`config.mk`:
```
export PLATFORM = sky130hd
export DESIGN_NAME = sipo_deser_flat
export DESIGN_NICKNAME = d
export VERILOG_FILES = /design/src/rtl/sipo_pkg.sv /design/src/rtl/sipo_deser_if.sv /design/src/rtl/sipo_shift_core.sv /design/src/rtl/sipo_deser.sv /design/src/flat_wrapper.sv
export SDC_FILE = /design/constraint.sdc
export NUM_CORES = 1
export LEC_CHECK = 0
export CORE_MARGIN = 4
export CORE_UTILIZATION = 25
export DETAILED_ROUTE_END_ITERATION = 6
export HOLD_SLACK_MARGIN = 0.02
export MAX_ROUTING_LAYER = met4
export PLACE_DENSITY = 0.53
export SYNTH_ARGS = -nofsm -noshare
export SYNTH_HDL_FRONTEND = slang
export SYNTH_HIERARCHICAL = 1
export SYNTH_SLANG_ARGS = --single-unit
```
`constraint.sdc`:
```
create_clock -name clk -period 2.19 [get_ports clk]
set_clock_uncertainty 0.2 [all_clocks]
set_input_delay 0.438 -clock clk [delete_from_list [all_inputs] [get_ports clk]]
set_output_delay 0.438 -clock clk [all_outputs]
set_load 0.005 [all_outputs]
```
`src/rtl/sipo_pkg.sv`:
```
// Shared types and helpers for the sipo_deser serial-to-parallel deserialiser.
// Holds the holding-register state encoding and the bit-counter width function.
package sipo_pkg;

    typedef enum logic {
        HOLD_EMPTY = 1'b0,
        HOLD_FULL  = 1'b1
    } hold_state_t;

    function automatic int cnt_width(input int width);
        return (width > 2) ? $clog2(width) : 1;
    endfunction

endpackage

```
`src/rtl/sipo_deser_if.sv`:
```
// Serial-input and parallel-output bundle of sipo_deser.
// master = line receiver/consumer side, slave = deserialiser.
interface sipo_deser_if
    import sipo_pkg::*;
#(
    parameter int WIDTH = 8
);
    localparam int CW = cnt_width(WIDTH);

    logic             sin;
    logic             sin_valid;
    logic             clear;
    logic [WIDTH-1:0] pout;
    logic             pout_valid;
    logic             pout_ready;
    logic [CW-1:0]    bit_cnt;
    logic             overflow;

    modport master (
        output sin, sin_valid, clear, pout_ready,
        input  pout, pout_valid, bit_cnt, overflow
    );

    modport slave (
        input  sin, sin_valid, clear, pout_ready,
        output pout, pout_valid, bit_cnt, overflow
    );

endinterface

```
`src/rtl/sipo_shift_core.sv`:
```
// Shift register plus wrapping bit counter for sipo_deser.
// word/word_done expose the post-shift value on the edge that completes a word.
module sipo_shift_core
    import sipo_pkg::*;
#(
    parameter int WIDTH     = 8,
    parameter bit LSB_FIRST = 1'b1,
    localparam int CW       = cnt_width(WIDTH)
) (
    input  logic             clk,
    input  logic             rst,
    input  logic             sin,
    input  logic             sin_valid,
    input  logic             clear,
    output logic [WIDTH-1:0] word,
    output logic             word_done,
    output logic [CW-1:0]    bit_cnt
);

    logic [WIDTH-1:0] sh;
    logic [WIDTH-1:0] sh_next;
    logic             last_bit;

    generate
        if (LSB_FIRST) begin : g_lsb_first
            assign sh_next = {sin, sh[WIDTH-1:1]};
        end else begin : g_msb_first
            assign sh_next = {sh[WIDTH-2:0], sin};
        end
    endgenerate

    assign last_bit  = (bit_cnt == CW'(WIDTH - 1));
    // clear wins over a simultaneous bit, so that bit can never complete a word
    assign word_done = sin_valid && !clear && last_bit;
    assign word      = sh_next;

    always_ff @(posedge clk) begin
        if (rst || clear) begin
            sh      <= '0;
            bit_cnt <= '0;
        end else if (sin_valid) begin
            sh      <= sh_next;
            bit_cnt <= last_bit ? '0 : bit_cnt + CW'(1);
        end
    end

endmodule

```
`src/rtl/sipo_deser.sv`:
```
// Parametrised serial-in/parallel-out deserialiser with a one-word holding register.
// Completed words are offered on pout with valid/ready; a word arriving while full and stalled is dropped.
module sipo_deser
    import sipo_pkg::*;
#(
    parameter int WIDTH     = 8,
    parameter bit LSB_FIRST = 1'b1
) (
    input  logic         clk,
    input  logic         rst,
    sipo_deser_if.slave  bus
);

    localparam int CW = cnt_width(WIDTH);

    logic [WIDTH-1:0] word;
    logic             word_done;
    logic [CW-1:0]    bit_cnt;

    hold_state_t      state;
    hold_state_t      state_next;
    logic             load;
    logic             ovf_set;
    logic [WIDTH-1:0] pout_q;
    logic             overflow_q;

    sipo_shift_core #(
        .WIDTH     (WIDTH),
        .LSB_FIRST (LSB_FIRST)
    ) u_core (
        .clk       (clk),
        .rst       (rst),
        .sin       (bus.sin),
        .sin_valid (bus.sin_valid),
        .clear     (bus.clear),
        .word      (word),
        .word_done (word_done),
        .bit_cnt   (bit_cnt)
    );

    always_comb begin
        state_next = state;
        load       = 1'b0;
        ovf_set    = 1'b0;
        case (state)
            HOLD_EMPTY: begin
                if (word_done) begin
                    load       = 1'b1;
                    state_next = HOLD_FULL;
                end
            end
            HOLD_FULL: begin
                if (bus.pout_ready) begin
                    // consume and refill on the same edge to avoid a bubble
                    if (word_done) begin
                        load = 1'b1;
                    end else begin
                        state_next = HOLD_EMPTY;
                    end
                end else if (word_done) begin
                    ovf_set = 1'b1;
                end
            end
            default: state_next = HOLD_EMPTY;
        endcase
    end

    always_ff @(posedge clk) begin
        if (rst) begin
            state      <= HOLD_EMPTY;
            pout_q     <= '0;
            overflow_q <= 1'b0;
        end else begin
            state <= state_next;
            if (load) begin
                pout_q <= word;
            end
            if (bus.clear) begin
                overflow_q <= 1'b0;
            end else if (ovf_set) begin
                overflow_q <= 1'b1;
            end
        end
    end

    assign bus.pout       = pout_q;
    assign bus.pout_valid = (state == HOLD_FULL);
    assign bus.bit_cnt    = bit_cnt;
    assign bus.overflow   = overflow_q;

endmodule

```
`src/flat_wrapper.sv`:
```
// flat-port wrapper written by rule: the top's interface ports become plain ports
module sipo_deser_flat import sipo_pkg::*;
#(
    parameter int WIDTH     = 8,
    parameter bit LSB_FIRST = 1'b1
)
  (clk, rst, bus_sin, bus_sin_valid, bus_clear, bus_pout_ready, bus_pout, bus_pout_valid, bus_bit_cnt, bus_overflow);
  sipo_deser_if #(.WIDTH(WIDTH)) bus_i ();
  input  logic clk;
  input  logic rst;
  input wire logic [$bits(bus_i.sin)-1:0] bus_sin;
  input wire logic [$bits(bus_i.sin_valid)-1:0] bus_sin_valid;
  input wire logic [$bits(bus_i.clear)-1:0] bus_clear;
  input wire logic [$bits(bus_i.pout_ready)-1:0] bus_pout_ready;
  output wire logic [$bits(bus_i.pout)-1:0] bus_pout;
  output wire logic [$bits(bus_i.pout_valid)-1:0] bus_pout_valid;
  output wire logic [$bits(bus_i.bit_cnt)-1:0] bus_bit_cnt;
  output wire logic [$bits(bus_i.overflow)-1:0] bus_overflow;
  assign bus_i.sin = bus_sin;
  assign bus_i.sin_valid = bus_sin_valid;
  assign bus_i.clear = bus_clear;
  assign bus_i.pout_ready = bus_pout_ready;
  assign bus_pout = bus_i.pout;
  assign bus_pout_valid = bus_i.pout_valid;
  assign bus_bit_cnt = bus_i.bit_cnt;
  assign bus_overflow = bus_i.overflow;
  sipo_deser #(.WIDTH(WIDTH), .LSB_FIRST(LSB_FIRST)) u_core (.clk(clk), .rst(rst), .bus(bus_i));
endmodule
```
==> flow_summary_export.csv, run 1 <==
group,metric,value,unit
floorplan,chipHeight,66.1,microns
worst_setup_path,max_stage_delay,0.52,ns
synthesis,ys_seq_area_frac,0.474,
global_routing,grt_antenna_before_repair,0,
detailed_routing,avgRoutedWirePerCell,9.94,microns
detailed_routing,remaining_drc_errors,0,
worst_setup_path,worstSetupPathType,"flip-flop to primary output",
synthesis,synth_top_area_share,0.474,
floorplan,core-area,3150,sq um
power,p_total,572,uW
sta,setup_violations,0,
synthesis,syn_inst,82,
synthesis,syn_area_per_cell,10.3,sq um
layout,drive_gt1_frac,0.0792,
floorplan,start_util,0.268,
global_routing,grt_max_degree,19,
floorplan,die_x,66.1,microns
worst_setup_path,start_kind,"flip-flop",
layout,antenna_cells,0,
global_routing,overflow,0,
worst_hold_path,min_path_type,"flip-flop to flip-flop",
synthesis,yosysUniqueCellTypes,16,
layout,nets,111,
sta,finalCritPeriodShare,0.835,
clock_tree,cts_setup_buffers,0,
synthesis,synth-seq-cells,20,
global_routing,grt_use_total,0.0739,
synthesis,ys_top_cells_by_area,"dfxtp_1 47%, mux2i_1 19%, nand2b_1 13%, nor2_1 4.9%, ha_1 3.0%",
place,place_congestion,0.699,
power,p_leak,0.000386,uW
power,vdd_drop_max,0.389,mV
place,io_buffer_count,18,
worst_setup_path,critPathArrivalTime,1.19,ns
floorplan,num_io_pins,19,
worst_setup_path,cp_top_family,"buffers and inverters",
synthesis,synth-simple-area-share,0.246,
global_routing,grt_pass1_vias,538,
detailed_routing,ant_nets,0,
synthesis,synth_xor_area_frac,0,
floorplan,num_rows,20,
detailed_routing,dr.pass1.iters,4,
synthesis,synthAdderAreaFrac,0.0296,
synthesis,synth_top_area_cell,"dfxtp_1",
floorplan,die-area,4370,sq um
sta,worstMarginPinSlew,0.336,ns
synthesis,synth_top_family_by_area,"simple AND/OR/NAND/NOR gates",
layout,syn_to_final_growth,28.9,%
clock_tree,htree_levels,1,
clock_tree,cts_buffer_depth,2,
worst_setup_path,cp-end-kind,"primary output",
clock_tree,cts_buffers,3,
synthesis,yosys_warnings,6,
run,maxCapViolCount,0,
layout,n_fill_cell,348,
detailed_routing,drt_first_iter_violations,24,
synthesis,synth.mux.area_fraction,0.190,
sta,rsz0062_at_grt,"false",
synthesis,synth_nets,90,
sta,setup_tns,0,ns
clock_tree,cts_tree,"built",
sta,relSlewSlack,0.776,
clock_tree,ctsHoldBuffers,0,
detailed_routing,drt-total-wl,1440,microns
sta,hold_violations,0,
layout,final_cell_mix,"20 x dfxtp_1, 18 x clkdlybuf4s50_1, 18 x nand2b_1",
sta,fmax,547,MHz
place,dp_hpwl,1100,microns
layout,final_common_cell,"dfxtp_1",
clock_tree,clock_latency,0.29,ns
power,powerDensity,525,nW/um^2
clock_tree,clk_pin_slew,0.10,ns
worst_setup_path,cp.required,1.55,ns
clock_tree,cts_sinks,20,
sta,drv_slew,0,
global_routing,grt_first_pass_wirelength,2370,microns
synthesis,synth_compound_area_frac,0.0178,
worst_setup_path,path_cells,"clkdlybuf4s50_1",
clock_tree,clockRootBuffer,"clkbuf_4",
detailed_routing,vias,584,
worst_setup_path,critical-path-slowest-cell,"clkdlybuf4s50_1",
sta,period_needed,1.83,ns
worst_setup_path,crit_fanout,4,
clock_tree,cts_resized,0,
detailed_routing,vias_per_cell,4.03,
worst_setup_path,crit_buf_inv,1,
outcome,status,"finished, final reports clean",
synthesis,netlist_area,845,sq um
-- cell usage after synthesis --
cell type	number
nand2_1	1
or3b_1	1
dfxtp_1	20
buf_4	2
nand3b_1	1
buf_6	1
ha_1	2
nor2b_4	1
nor2_1	11
nor2b_2	1
buf_2	2
nand2b_1	18
a21oi_1	3
or2_1	1
nor3_1	1
mux2i_1	16
-- worst paths after layout --
path | start | depth (start not counted) | slack (ns) | to
worst max register to register | u_core/u_core/bit_cnt[0]$_SDFFE_PP0P_ | 7 | 0.41 | u_core/bus.pout[6]$_SDFFE_PP0P_
worst min register to register | u_core/bus.pout[4]$_SDFFE_PP0P_ | 2 | 0.28 | u_core/bus.pout[4]$_SDFFE_PP0P_
worst min-delay path | u_core/bus.pout[4]$_SDFFE_PP0P_ | 2 | 0.28 | u_core/bus.pout[4]$_SDFFE_PP0P_
worst max-delay path | u_core/u_core/bit_cnt[0]$_SDFFE_PP0P_ | 1 | 0.36 | bus_bit_cnt[0]
-- flip-flops by register name, summed over array words and instances (netlist names) --
register	count
u_core/u_core/sh	7
u_core/u_core/bit_cnt	3
u_core/bus.pout_valid	1
u_core/bus.pout	8
u_core/bus.overflow	1
-- final cells by class --
cell class | instances | area [sq um] | share of cell area
timing repair buffer | 21 | 203 | 0.186
sequential | 20 | 400 | 0.368
tap | 44 | 55.1 | 0.0506
clock buffer | 3 | 22.5 | 0.0207
multi-input combinational | 57 | 408 | 0.375
-- report_power, final --
group | internal [uW] | switching (uW) | total (uW)
Sequential | 365 | 1.60 | 367
Combinational | 22.6 | 15.9 | 38.5
Clock | 63.9 | 102 | 166
Total | 452 | 120 | 572
-- cells by family after synthesis --
| logic type | after synthesis |
|---|---|
| compound gates | 3 |
| fa+ha+maj | 2 |
| buf+inv | 5 |
| flops | 20 |
| mux | 16 |
| simple gates | 36 |
-- per-stage QoR --
step                      instance area (sq um)  std cells  hold WS (ns)   util  worst slack (ns)
after CTS                                  1090        145         0.281  0.345             0.340
after global routing                       1090        145         0.302  0.345             0.297
after global placement                     1070        142         0.261  0.338             0.258
after detailed placement                   1070        142         0.262  0.338             0.233
final                                      1090        145         0.278  0.345             0.362
after floorplan                             845         82         0.251      -             0.613
-- per-layer routing --
metal / GRT usage / part of all wire / up-vias
li1: - / - / 307
met1: 0.0844 / 0.48 / 264
met2: 0.110 / 0.45 / 11
met3: 0.0357 / 0.044 / 2
met4: 0.0305 / 0.019 / 0
met5: - / 0 / -
Note: power is estimated with default switching activity, not from simulation.
==> run 2: changes to the inputs <==
Settings changed: PLACE_DENSITY 0.53 to 0.55.
Clock period 2.19 ns to 1.5 ns, I/O delays scaled along.
==> run 2 against run 1 <==
  * The run now ends with negative setup slack left
  * Worst setup slack got worse by 0.49 ns
  * Total power rose by 69%
  * Sequential share of layout area fell by 2.6 points
  * Clock power rose by 120%
  * Highest routed layer unchanged
==> flow_summary_export.csv, run 2 (same netlist as run 1, synthesis figures left out) <==
group,metric,value,unit
outcome,status,"finished with violations",
outcome,failed_checks,"negative setup slack",
worst_setup_path,reg2regPathDepth,6,
worst_setup_path,reg2reg_slack,-0.13,ns
detailed_routing,ant_nets,0,
layout,largest_reg_flops,8,
place,dp_hpwl,1120,microns
layout,final_cell_mix,"18 x nand2b_1, 16 x mux2i_1, 12 x dfxtp_2",
worst_setup_path,cp.required,1.53,ns
global_routing,overflow,0,
floorplan,num_rows,20,
clock_tree,ctsHoldBuffers,0,
global_routing,grt_max_degree,19,
clock_tree,clockRootBuffer,"clkbuf_4",
sta,finalCritPeriodShare,1.09,
worst_setup_path,cp-end-kind,"flip-flop",
layout,n_fill_cell,328,
layout,nets,118,
detailed_routing,remaining_drc_errors,0,
worst_setup_path,start_kind,"flip-flop",
power,p_leak,0.000506,uW
run,maxCapViolCount,0,
detailed_routing,vias_per_cell,3.93,
clock_tree,htree_levels,1,
sta,setup_violations,9,
floorplan,num_io_pins,19,
sta,relSlewSlack,0.767,
sta,rsz0062_at_grt,"true",
clock_tree,clock_latency,0.29,ns
worst_hold_path,whs_path_depth,2,
detailed_routing,dr.pass1.iters,4,
global_routing,grt_use_total,0.0852,
worst_setup_path,cp-startpoint,"u_core/u_core/bit_cnt[0]$_SDFFE_PP0P_",
layout,antenna_cells,0,
floorplan,die-area,4370,sq um
sta,hold_violations,0,
sta,fin_ws,-0.128,ns
clock_tree,cts_buffer_depth,2,
place,io_buffer_count,18,
global_routing,grt_first_pass_wirelength,2740,microns
sta,worstMarginPinSlew,0.349,ns
layout,drive_gt1_frac,0.321,
layout,final-seq-area,419,sq um
sta,period_needed,1.63,ns
layout,multi_input_area,453,sq um
sta,drv_slew,0,
layout,postLayoutCellArea,1230,sq um
worst_setup_path,critPathArrivalTime,1.65,ns
floorplan,die_x,66.1,microns
layout,syn_to_final_growth,45.2,%
sta,fmax,614,MHz
worst_setup_path,r2r-start,"u_core/u_core/bit_cnt[0]$_SDFFE_PP0P_",
worst_hold_path,hold_end,"u_core/bus.pout[2]$_SDFFE_PP0P_",
clock_tree,cts_tree,"built",
place,place_congestion,0.738,
floorplan,core-area,3150,sq um
global_routing,grt_pass1_vias,633,
floorplan,chipHeight,66.1,microns
worst_setup_path,worstSetupPathType,"flip-flop to flip-flop",
worst_setup_path,crit_fanout,2,
clock_tree,cts_sinks,20,
clock_tree,cts_buffers,3,
worst_hold_path,min_path_type,"flip-flop to flip-flop",
detailed_routing,drt_first_iter_violations,11,
power,vdd_drop_max,0.376,mV
power,powerDensity,787,nW/um^2
detailed_routing,avgRoutedWirePerCell,10.0,microns
worst_setup_path,r2r_end,"u_core/u_core/bit_cnt[0]$_SDFFE_PP0P_",
floorplan,start_util,0.268,
clock_tree,clk_pin_slew,0.12,ns
detailed_routing,drt-total-wl,1540,microns
detailed_routing,vias,602,
global_routing,grt_antenna_before_repair,0,
worst_hold_path,min-delay-start,"u_core/bus.pout[2]$_SDFFE_PP0P_",
place,place_area,1140,sq um
sta,setup_tns,-0.945,ns
layout,final_common_cell,"nand2b_1",
-- run 2: cell types whose count changed in the layout (fill, tap and decap cells not counted), sizes merged --
cell,change
dlygate4sd2,+11
buf,+7
clkbuf,+3
clkdlybuf4s50,-13
-- run 2: how the worst max path moves through the flow --
stage | end | slack [ns]
5_1_grt | u_core/bus.pout[6]$_SDFFE_PP0P_ | -0.21
2_1_floorplan | u_core/bus.pout[0]$_SDFFE_PP0P_ | -0.001
3_5_place_dp | u_core/bus.pout[5]$_SDFFE_PP0P_ | -0.29
4_1_cts | u_core/u_core/bit_cnt[0]$_SDFFE_PP0P_ | -0.15
6_report | u_core/u_core/bit_cnt[0]$_SDFFE_PP0P_ | -0.13
3_3_place_gp | u_core/bus.pout[5]$_SDFFE_PP0P_ | -0.27
-- run 2: cell type report --
cell class / instances / area share
multi-input cells: 57 / 0.369
flip-flops and latches: 20 / 0.342
repair buffers: 28 / 0.205
well taps: 44 / 0.0449
clock buffers: 4 / 0.0388
-- run 2: power by group --
part           internal [uW]  total [uW]  switching [uW]
logic                   36.7        63.5            26.8
clock network            203         368             164
registers                532         534            2.06
total                    772         965             193
-- run 2: critical path, cell delays in order, from the launching register on --
cell and delay [ns]:
dfxtp_4 0.36, buf_6 0.11, ha_4 0.15, ha_4 0.16, buf_4 0.13, or3b_1 0.33
a21oi_1 0.12
-- run 2: per-layer routing --
layer	vias up	wire (microns)	track usage
met2	14	713	0.133
met5	-	0	-
met4	0	34	0.0457
li1	319	-	-
met3	2	81	0.0306
met1	267	705	0.0948
-- run 2: metrics by stage --
step	util	setup slack (ns)	std cells	hold slack (ns)	total power (uW)
6_report	0.389	-0.128	153	0.274	965
2_1_floorplan	-	-0.00121	82	0.179	581
3_5_place_dp	0.360	-0.290	145	0.260	608
3_3_place_gp	0.360	-0.269	145	0.261	607
4_1_cts	0.391	-0.146	153	0.278	984
5_1_grt	0.389	-0.210	153	0.299	1020
-- run 2: timing repair --
action                                  4_1_cts  5_1_grt
endpoints found under the setup margin       22       11
buffers inserted                              4        0
cloned                                        0        0
pin swaps                                     3        5
gates resized for setup                      30        3
